**src/rtl/host_tx_arb_pkg.sv**
```systemverilog
// Shared definitions for the host UART transmit arbiter: FSM state codes,
// default sizing and the round-robin pointer helper.
package host_tx_arb_pkg;

  typedef enum logic [2:0] {
    ST_IDLE    = 3'd0,
    ST_LOAD    = 3'd1,
    ST_SEND    = 3'd2,
    ST_WAIT_HI = 3'd3,
    ST_WAIT_LO = 3'd4,
    ST_DONE    = 3'd5
  } state_e;

  localparam int DEF_N_REQ   = 4;
  localparam int DEF_LEN_W   = 5;
  localparam int DEF_TIMEOUT = 1023;

  // Next round-robin start point: one past v, wrapping n-1 back to 0.
  function automatic int wrap_inc(input int v, input int n);
    return (v == n - 1) ? 0 : v + 1;
  endfunction

endpackage

```
**src/rtl/host_tx_arb_rr_pick.sv**
```systemverilog
// Combinational round-robin picker: scans req starting at ptr, wrapping,
// and returns the first set bit as a one-hot grant plus its index.
module host_tx_arb_rr_pick #(
  parameter int N_REQ = 4,
  parameter int IW    = $clog2(N_REQ)
) (
  input  logic [N_REQ-1:0] req,
  input  logic [IW-1:0]    ptr,
  output logic [N_REQ-1:0] gnt,
  output logic [IW-1:0]    idx,
  output logic             any
);

  always_comb begin
    gnt = '0;
    idx = '0;
    any = 1'b0;
    for (int k = 0; k < N_REQ; k++) begin
      int j;
      logic [IW-1:0] jj;
      j = int'(ptr) + k;
      if (j >= N_REQ) j = j - N_REQ;
      jj = IW'(j);
      if (!any && req[jj]) begin
        any     = 1'b1;
        gnt[jj] = 1'b1;
        idx     = jj;
      end
    end
  end

endmodule

```
**src/rtl/host_tx_arb.sv**
```systemverilog
// Packet-granular round-robin arbiter sharing one UART transmitter among
// N_REQ byte-stream requesters, with a per-byte busy-rise timeout.
module host_tx_arb
  import host_tx_arb_pkg::*;
#(
  parameter int N_REQ   = DEF_N_REQ,
  parameter int LEN_W   = DEF_LEN_W,
  parameter int TIMEOUT = DEF_TIMEOUT
) (
  input  logic                   clk,
  input  logic                   nRst,
  input  logic [N_REQ-1:0]       req,
  input  logic [N_REQ*LEN_W-1:0] len,
  input  logic [N_REQ*8-1:0]     data,
  output logic [N_REQ-1:0]       gnt,
  output logic [N_REQ-1:0]       ack,
  output logic [7:0]             tx_data,
  output logic                   tx_send,
  input  logic                   tx_busy,
  output logic                   timeout_err,
  output logic [2:0]             status
);

  localparam int IW = $clog2(N_REQ);
  localparam int TW = $clog2(TIMEOUT + 1);

  logic [LEN_W-1:0] len_a  [N_REQ];
  logic [7:0]       data_a [N_REQ];

  for (genvar i = 0; i < N_REQ; i++) begin : g_unpack
    assign len_a[i]  = len[i*LEN_W +: LEN_W];
    assign data_a[i] = data[i*8 +: 8];
  end

  state_e           state_q, state_d;
  logic [N_REQ-1:0] gnt_q, gnt_d;
  logic [N_REQ-1:0] ack_q, ack_d;
  logic [7:0]       tx_data_q, tx_data_d;
  logic             tx_send_q, tx_send_d;
  logic             to_q, to_d;
  logic [IW-1:0]    ptr_q, ptr_d;
  logic [IW-1:0]    idx_q, idx_d;
  logic [LEN_W-1:0] rem_q, rem_d;
  logic [TW-1:0]    timer_q, timer_d;

  logic [N_REQ-1:0] pick_gnt;
  logic [IW-1:0]    pick_idx;
  logic             pick_any;

  host_tx_arb_rr_pick #(.N_REQ(N_REQ), .IW(IW)) u_pick (
    .req (req),
    .ptr (ptr_q),
    .gnt (pick_gnt),
    .idx (pick_idx),
    .any (pick_any)
  );

  // Every transition into DONE also drops gnt, so gnt falls together with
  // the end of the packet rather than one cycle later.
  always_comb begin
    state_d   = state_q;
    gnt_d     = gnt_q;
    ack_d     = '0;
    tx_data_d = tx_data_q;
    tx_send_d = 1'b0;
    to_d      = 1'b0;
    ptr_d     = ptr_q;
    idx_d     = idx_q;
    rem_d     = rem_q;
    timer_d   = timer_q;
    case (state_q)
      ST_IDLE: begin
        if (pick_any) begin
          gnt_d   = pick_gnt;
          idx_d   = pick_idx;
          rem_d   = len_a[pick_idx];
          state_d = ST_LOAD;
        end
      end
      ST_LOAD: begin
        if (rem_q == '0 || !req[idx_q]) begin
          gnt_d   = '0;
          state_d = ST_DONE;
        end else if (!tx_busy) begin
          state_d = ST_SEND;
        end
      end
      ST_SEND: begin
        tx_data_d    = data_a[idx_q];
        tx_send_d    = 1'b1;
        ack_d[idx_q] = 1'b1;
        rem_d        = rem_q - 1'b1;
        timer_d      = '0;
        state_d      = ST_WAIT_HI;
      end
      ST_WAIT_HI: begin
        if (tx_busy) begin
          state_d = ST_WAIT_LO;
        end else if (timer_q == TW'(TIMEOUT)) begin
          to_d    = 1'b1;
          gnt_d   = '0;
          state_d = ST_DONE;
        end else if (timer_q != '1) begin
          timer_d = timer_q + 1'b1;
        end
      end
      ST_WAIT_LO: begin
        if (!tx_busy) begin
          if (rem_q != '0 && req[idx_q]) begin
            state_d = ST_SEND;
          end else begin
            gnt_d   = '0;
            state_d = ST_DONE;
          end
        end
      end
      ST_DONE: begin
        gnt_d   = '0;
        ptr_d   = IW'(wrap_inc(int'(idx_q), N_REQ));
        state_d = ST_IDLE;
      end
      default: begin
        gnt_d   = '0;
        state_d = ST_IDLE;
      end
    endcase
  end

  always_ff @(posedge clk or negedge nRst) begin
    if (!nRst) begin
      state_q   <= ST_IDLE;
      gnt_q     <= '0;
      ack_q     <= '0;
      tx_data_q <= '0;
      tx_send_q <= 1'b0;
      to_q      <= 1'b0;
      ptr_q     <= '0;
      idx_q     <= '0;
      rem_q     <= '0;
      timer_q   <= '0;
    end else begin
      state_q   <= state_d;
      gnt_q     <= gnt_d;
      ack_q     <= ack_d;
      tx_data_q <= tx_data_d;
      tx_send_q <= tx_send_d;
      to_q      <= to_d;
      ptr_q     <= ptr_d;
      idx_q     <= idx_d;
      rem_q     <= rem_d;
      timer_q   <= timer_d;
    end
  end

  assign gnt         = gnt_q;
  assign ack         = ack_q;
  assign tx_data     = tx_data_q;
  assign tx_send     = tx_send_q;
  assign timeout_err = to_q;
  assign status      = state_q;

endmodule

```
**config.mk**
```make
export PLATFORM = sky130hd
export DESIGN_NAME = host_tx_arb
export DESIGN_NICKNAME = d
export VERILOG_FILES = /design/src/rtl/host_tx_arb_pkg.sv /design/src/rtl/host_tx_arb_rr_pick.sv /design/src/rtl/host_tx_arb.sv
export SDC_FILE = /design/constraint.sdc
export NUM_CORES = 1
export LEC_CHECK = 0
export BUFFER_PORTS_ARGS = -buffer_cell sky130_fd_sc_hd__buf_2
export CAP_MARGIN = 20
export CORE_MARGIN = 8
export CORE_UTILIZATION = 47
export CTS_CLUSTER_DIAMETER = 150
export DETAILED_ROUTE_END_ITERATION = 8
export PLACE_DENSITY = 0.76
export RECOVER_POWER = 25
export SLEW_MARGIN = 30
export SYNTH_ARGS = -nofsm -noshare
export SYNTH_HDL_FRONTEND = slang
export SYNTH_HIERARCHICAL = 1
export SYNTH_SLANG_ARGS = --single-unit
```
**constraint.sdc**
```tcl
create_clock -name clk -period 3.13 [get_ports clk]
set_clock_uncertainty 0.2 [all_clocks]
set_input_delay 0.626 -clock clk [delete_from_list [all_inputs] [get_ports clk]]
set_output_delay 0.626 -clock clk [all_outputs]
set_load 0.005 [all_outputs]
```
Word level (Yosys, flattened, before mapping)

Cells that the tools add are included.

Register bits: 40
Logic and storage cells: 153

$add $sub $neg: 10
Magnitude comparators: 16
Equality and inequality tests: 18
Mux-type cells: 69
Bitwise gates (word level): 6
Reductions and logical operators: 24

Operators with widths:

| operator                                                                            | count |
|---|---|
| 4-bit 2-to-1 mux                                                                    | 11 |
| 10-bit 2-to-1 mux                                                                   | 3 |
| 3-bit 2-to-1 mux                                                                    | 7 |
| 10-bit one-hot mux with 2 select lines                                              | 1 |
| 4-bit one-hot mux with 5 select lines                                               | 1 |
| 1-bit 2-to-1 mux                                                                    | 18 |
| 2-bit 2-to-1 mux                                                                    | 9 |
| 8-bit binary-select mux with 2-bit select                                           | 1 |
| 8-bit 2-to-1 mux                                                                    | 2 |
| 2-bit != test, second input constant                                                | 8 |
| 3-bit greater-or-equal comparator, second input constant                            | 5 |
| 2-bit by 3-bit less-than comparator with 1-bit output, second input constant        | 5 |
| 5-bit 2-to-1 mux                                                                    | 3 |
| 3-bit one-hot mux with 5 select lines                                               | 1 |
| 4-bit bitwise OR                                                                    | 3 |
| 10-bit by 1-bit adder with 10-bit output, second input constant                     | 1 |
| 1-bit binary-select mux with 2-bit select                                           | 5 |
| 5-bit binary-select mux with 2-bit select                                           | 1 |
| 1-bit demux with 2-bit select                                                       | 5 |
| 10-bit == test, second input constant                                               | 1 |
| 2-bit by 1-bit greater-or-equal comparator with 1-bit output, second input constant | 5 |
| 10-bit != test, second input constant                                               | 1 |
| 5-bit one-hot mux with 2 select lines                                               | 1 |
| 1-bit logical AND                                                                   | 9 |
| 22 further kinds                                                                    | 36 |

Logic depth before layout (Yosys ltp)

Depth after elaboration: 20
Mapped depth: 14
Gate-level depth less buffers: 11

Cells and area by module

Netlist, hierarchy kept.

Modules (own cells, without submodules):

| module              | times used | cells an instance | area an instance (µm²) |
|---|---|---|---|
| host_tx_arb         | 1          | 235               | 2344.7 |
| host_tx_arb_rr_pick | 1          | 45                | 419.2 |

Worst setup path after synthesis

OpenSTA, ideal clock, no wires.

Path type: register to register
From: reg ptr_q[0]
To: reg rem_q[0]
Library setup time: 0.129 ns
Arrival time: 2.839 ns
Slack: -0.038 ns
Cell stages (with the launch flop): 15
Buffers on the path: 3
Clock period less this slack: 3.168 ns
Cells stage by stage: dfrtp_1 buf_6 inv_1 ha_1 mux4_2 buf_6 and2b_2 o21ai_0 o31ai_1 buf_2 mux4_2 inv_1 a21oi_1 o21ai_0 o31ai_1

Cells in the longest elaborated chain, start to end: 20

RTL lines:

| what                                                                            | RTL line                  | RTL |
|---|---|---|
| from (decl)                                                                     | host_tx_arb.sv:41         | `logic [IW-1:0] ptr_q, ptr_d;` |
| from (signal assigned)                                                          | host_tx_arb.sv:148        | `ptr_q <= ptr_d;` |
| branches (longest 13 deep; another with 2-bit by 1-bit adder with 3-bit output) | --                        |  |
| 2-bit 2-to-1 mux *                                                              | host_tx_arb_rr_pick.sv:24 | `if (!any && req[jj]) begin` |
| net pick_idx[0]                                                                 | host_tx_arb.sv:47         | `logic [IW-1:0] pick_idx;` |
| 2-bit NOT with 3-bit output (implied by the code) *                             | host_tx_arb.sv:76         | `rem_d = len_a[pick_idx];` |
| 5-bit binary-select mux with 2-bit select *                                     | host_tx_arb.sv:76         |  |
| 5-bit 2-to-1 mux (implied by the code) * (2 in a row)                           | host_tx_arb.sv:76         |  |
| 5-bit 2-to-1 mux *                                                              | host_tx_arb.sv:73         | `if (pick_any) begin` |
| 5-bit one-hot mux with 2 select lines *                                         | host_tx_arb.sv:71         | `case (state_q)` |
| to (signal assigned)                                                            | host_tx_arb.sv:150        | `rem_q <= rem_d;` |
| to (decl)                                                                       | host_tx_arb.sv:43         | `logic [LEN_W-1:0] rem_q, rem_d;` |

Mark *: on every way through the listed nets, which the timed path passes. The select of a mux whose other input is x is not followed.
A chain may end at the register's enable or synchronous reset.

Worst setup path in the final report

Ends and elaborated chain as after synthesis.

==> flow_metrics.tcl <==
set metrics [dict create \
    status "complete, but fails checks" \
    violations "capacitance limit, slew limit" \
    worst_path_max_delay_cell "mux4_2" \
    grt_max_degree 41 \
    crit_type "reg -> reg" \
    synth_cell_types 52 \
    grt_use_total_pct 16.5 \
    synth_edf_count 0 \
    ant_nets 0 \
    drive_above_1_share_pct 34.3 \
    crit_buf_inv 3 \
    yosys.area.top_type "dfrtp_1" \
    cellPowerDensity_mw_per_mm2 922 \
    synth_area_sq_mm 0.00276 \
    vias 2429 \
    diodes 0 \
    fin_crit_sh_pct 94.9 \
    synth_top_cells_by_count "40 x dfrtp_1, 40 x nand2_1, 26 x nor2_1" \
    rsz0062_at_grt "no" \
    htree_levels 2 \
    drv_slew 41 \
    postCtsHoldBufs 0 \
    grt_pass1_vias 2406 \
    wl_per_cell_microns 16.1 \
    critical-path-max-stage-delay_ns 0.55 \
    ir_worst_vdd_mv 0.492 \
    synth_flop_cell "dfrtp_1" \
    clk_pin_slew_ns 0.08 \
    placed_cell_area_sq_mm 0.00322 \
    final_design_area_no_fill_sq_mm 0.00337 \
    firstDrtPassIters 4 \
    antenna_found_initial 0 \
    n_fill_cell 555 \
    max-slew-margin-rel_pct -38.7 \
    clock_tree.root_cell "clkbuf_8" \
    io_buffers 79 \
    row_count 28 \
    area_delta_synth_final_pct 21.9 \
    dp_slack_ns -0.0133 \
    die-area_sq_mm 0.00859 \
    avgSynthCellArea_sq_um 9.87 \
    yosys-mux-area-fraction_pct 17.5 \
    worst_skew_pair.late_latency_ns 0.30 \
    final-setup-viol-count 0 \
    wirelength_mm 7.01 \
    start_util_pct 47.5 \
    synth-compound-area-share_pct 16.7 \
    critPathCaptureType "register" \
    path_max_fanout 13 \
    cts.path.max_buffers 2 \
    holdCritPathClass "reg -> reg" \
    setup_tns_ns 0 \
    worst_pin_slew_ns 2.08 \
    cts_tree "yes" \
    cap_viol_max_count 1 \
    path_cells "buf_6 > mux4_2 > and2b_2 > o21ai_0 > o31ai_1 > buf_4 > mux4_2 > inv_1 > a21oi_1 > o21ai_0 > o31ai_1" \
    syn_nets 350 \
    synth-seq-area-share_pct 36.2 \
    nets 429 \
    postSynth.asyncResetShare_pct 100 \
    io_pins 80 \
    total_power_w 0.00311 \
    core_sq_mm 0.00582 \
    synth_top_family_by_area "simple AND/OR/NAND/NOR gates" \
    worstPathRequired_ns 3.11 \
    p_leak_nw 1.62 \
    synthTopCellsByArea "dfrtp_1 36%, mux4_2 12%, nand2_1 5.4%" \
    hold_viol_final 0 \
    synthSimpleGateAreaFrac_pct 18.4 \
    cp-start-kind "register" \
    drc 0 \
    yosysTopAreaCellShare_pct 36.2 \
    dp.final_hpwl_mm 5.46 \
    ys_ff_latch 40 \
    yosys.area_share.adder_pct 4.98 \
    cts_made_buffers 5 \
    grt_pass1_wl_mm 11.6 \
    die_h_microns 92.7 \
    synth_warnings 6 \
    fp.dieW_microns 92.7 \
    cts.sinks 40 \
    overflow 0 \
    avgViaCountPerCell 5.60 \
    drt_iter0_drc 139 \
    finalWorstSetupSlack_ns 0.160 \
    gp_congestion 0.930 \
    syn_inst 280 \
    postCtsSetupRepairBufs 0 \
    crit_family "multiplexers" \
    fmaxAchievable_mhz 337 \
    period_minus_slack_ns 2.97 \
    worstPathArrival_ns 2.95 \
    synthXorXnorAreaFrac_pct 1.27 \
]
==> logic make-up after synthesis <==
logic type / after synthesis
flip-flops: 40
adder cells (fa/ha/maj): 11
multiplexers: 24
buffers and inverters: 27
XOR/XNOR: 4
AO/OA/AOI/OAI: 69
AND/OR/NAND/NOR: 105
==> metrics by stage <==
stage	hold slack, ns	std cells	util [%]
floorplan	0.130	280	-
global placement	0.255	427	55.4
detailed placement	0.258	427	55.4
CTS	0.276	434	57.7
global route	0.312	434	57.9
finish	0.272	434	57.9
==> cell usage in the layout (no fill, tap or decap), types with 3 or more instances in the layout <==
| cell | netlist | routed |
|---|---|---|
| dfrtp_1 | 40 | 40 |
| a31oi_1 | 6 | 6 |
| mux4_2 | 15 | 15 |
| and3_1 | 6 | 6 |
| nand3_1 | 9 | 9 |
| xor2_1 | 3 | 3 |
| o22ai_1 | 3 | 3 |
| a21o_1 | 3 | 3 |
| a22o_1 | 4 | 4 |
| nor2_1 | 26 | 26 |
| a22oi_1 | 9 | 9 |
| a21oi_1 | 8 | 8 |
| nand2b_1 | 3 | 3 |
| nor3_1 | 5 | 5 |
| o31ai_1 | 4 | 4 |
| clkbuf_8 | 0 | 5 |
| buf_4 | 2 | 8 |
| a211oi_1 | 3 | 3 |
| nand2_1 | 40 | 40 |
| buf_2 | 5 | 78 |
| ha_1 | 11 | 10 |
| inv_1 | 10 | 10 |
| mux2_2 | 4 | 4 |
| o21ai_0 | 18 | 18 |
==> final cells by class <==
cell class | instances | area, sq um | share of cell area [%]
repair buffers | 88 | 465 | 13.8
clock buffers | 5 | 68.8 | 2.04
clock inverters | 2 | 60.1 | 1.78
multi-input cells | 213 | 1640 | 48.6
inverters | 11 | 41.3 | 1.23
flip-flops and latches | 40 | 1000 | 29.7
well taps | 75 | 93.8 | 2.78
==> what timing repair did <==
action                                  4_1_cts  5_1_grt
hold endpoints to repair                      0        0
resized for setup                             0        3
endpoints found under the setup margin        0        5
==> metal layers <==
layer	wire (microns)	global-route usage, %	share of wire [%]	up-vias
met5	0	0	0	-
met4	145	6.58	2.1	0
met3	329	2.91	4.7	12
met2	3510	27.8	50	61
met1	3020	20.5	43	1165
li1	-	-	-	1191
==> state kept, by name, indices dropped and copies added, names as in the netlist <==
signal,count
ack,4
gnt,4
idx_q,2
ptr_q,2
rem_q,5
status,3
timeout_err,1
timer_q,10
tx_data,8
tx_send,1
==> worst register-to-register path, cell delays in order, from the launching register on <==
cell and delay [ns]:
dfrtp_1 0.38, buf_6 0.18, mux4_2 0.56, and2b_2 0.28, o21ai_0 0.08, o31ai_1 0.07, buf_4 0.21, mux4_2 0.52
inv_1 0.07, a21oi_1 0.06, o21ai_0 0.17, o31ai_1 0.09
==> where the power goes <==
| part | switching [W] | internal (W) |
|---|---|---|
| Combinational | 0.000845 | 0.000861 |
| Clock | 0.000178 | 0.000314 |
| Sequential | 0.000221 | 0.000687 |
| Total | 0.00124 | 0.00186 |
==> worst paths after layout <==
path / to / depth (start not counted) / start / slack, ns
worst min-delay path: tx_data[4]$_DFFE_PN0P_ / 2 / tx_data[4]$_DFFE_PN0P_ / 0.27
min in group asynchronous: timer_q[8]$_DFFE_PN0P_ / 1 / nRst / 0.73
worst min register to register: tx_data[4]$_DFFE_PN0P_ / 2 / tx_data[4]$_DFFE_PN0P_ / 0.27
worst max-delay path: rem_q[0]$_DFFE_PN0P_ / 11 / ptr_q[0]$_DFFE_PN0N_ / 0.16
worst max register to register: rem_q[0]$_DFFE_PN0P_ / 11 / ptr_q[0]$_DFFE_PN0N_ / 0.16
max in group asynchronous: timer_q[5]$_DFFE_PN0P_ / 1 / nRst / 0.82
No activity file was read; power rests on OpenSTA's default activity.
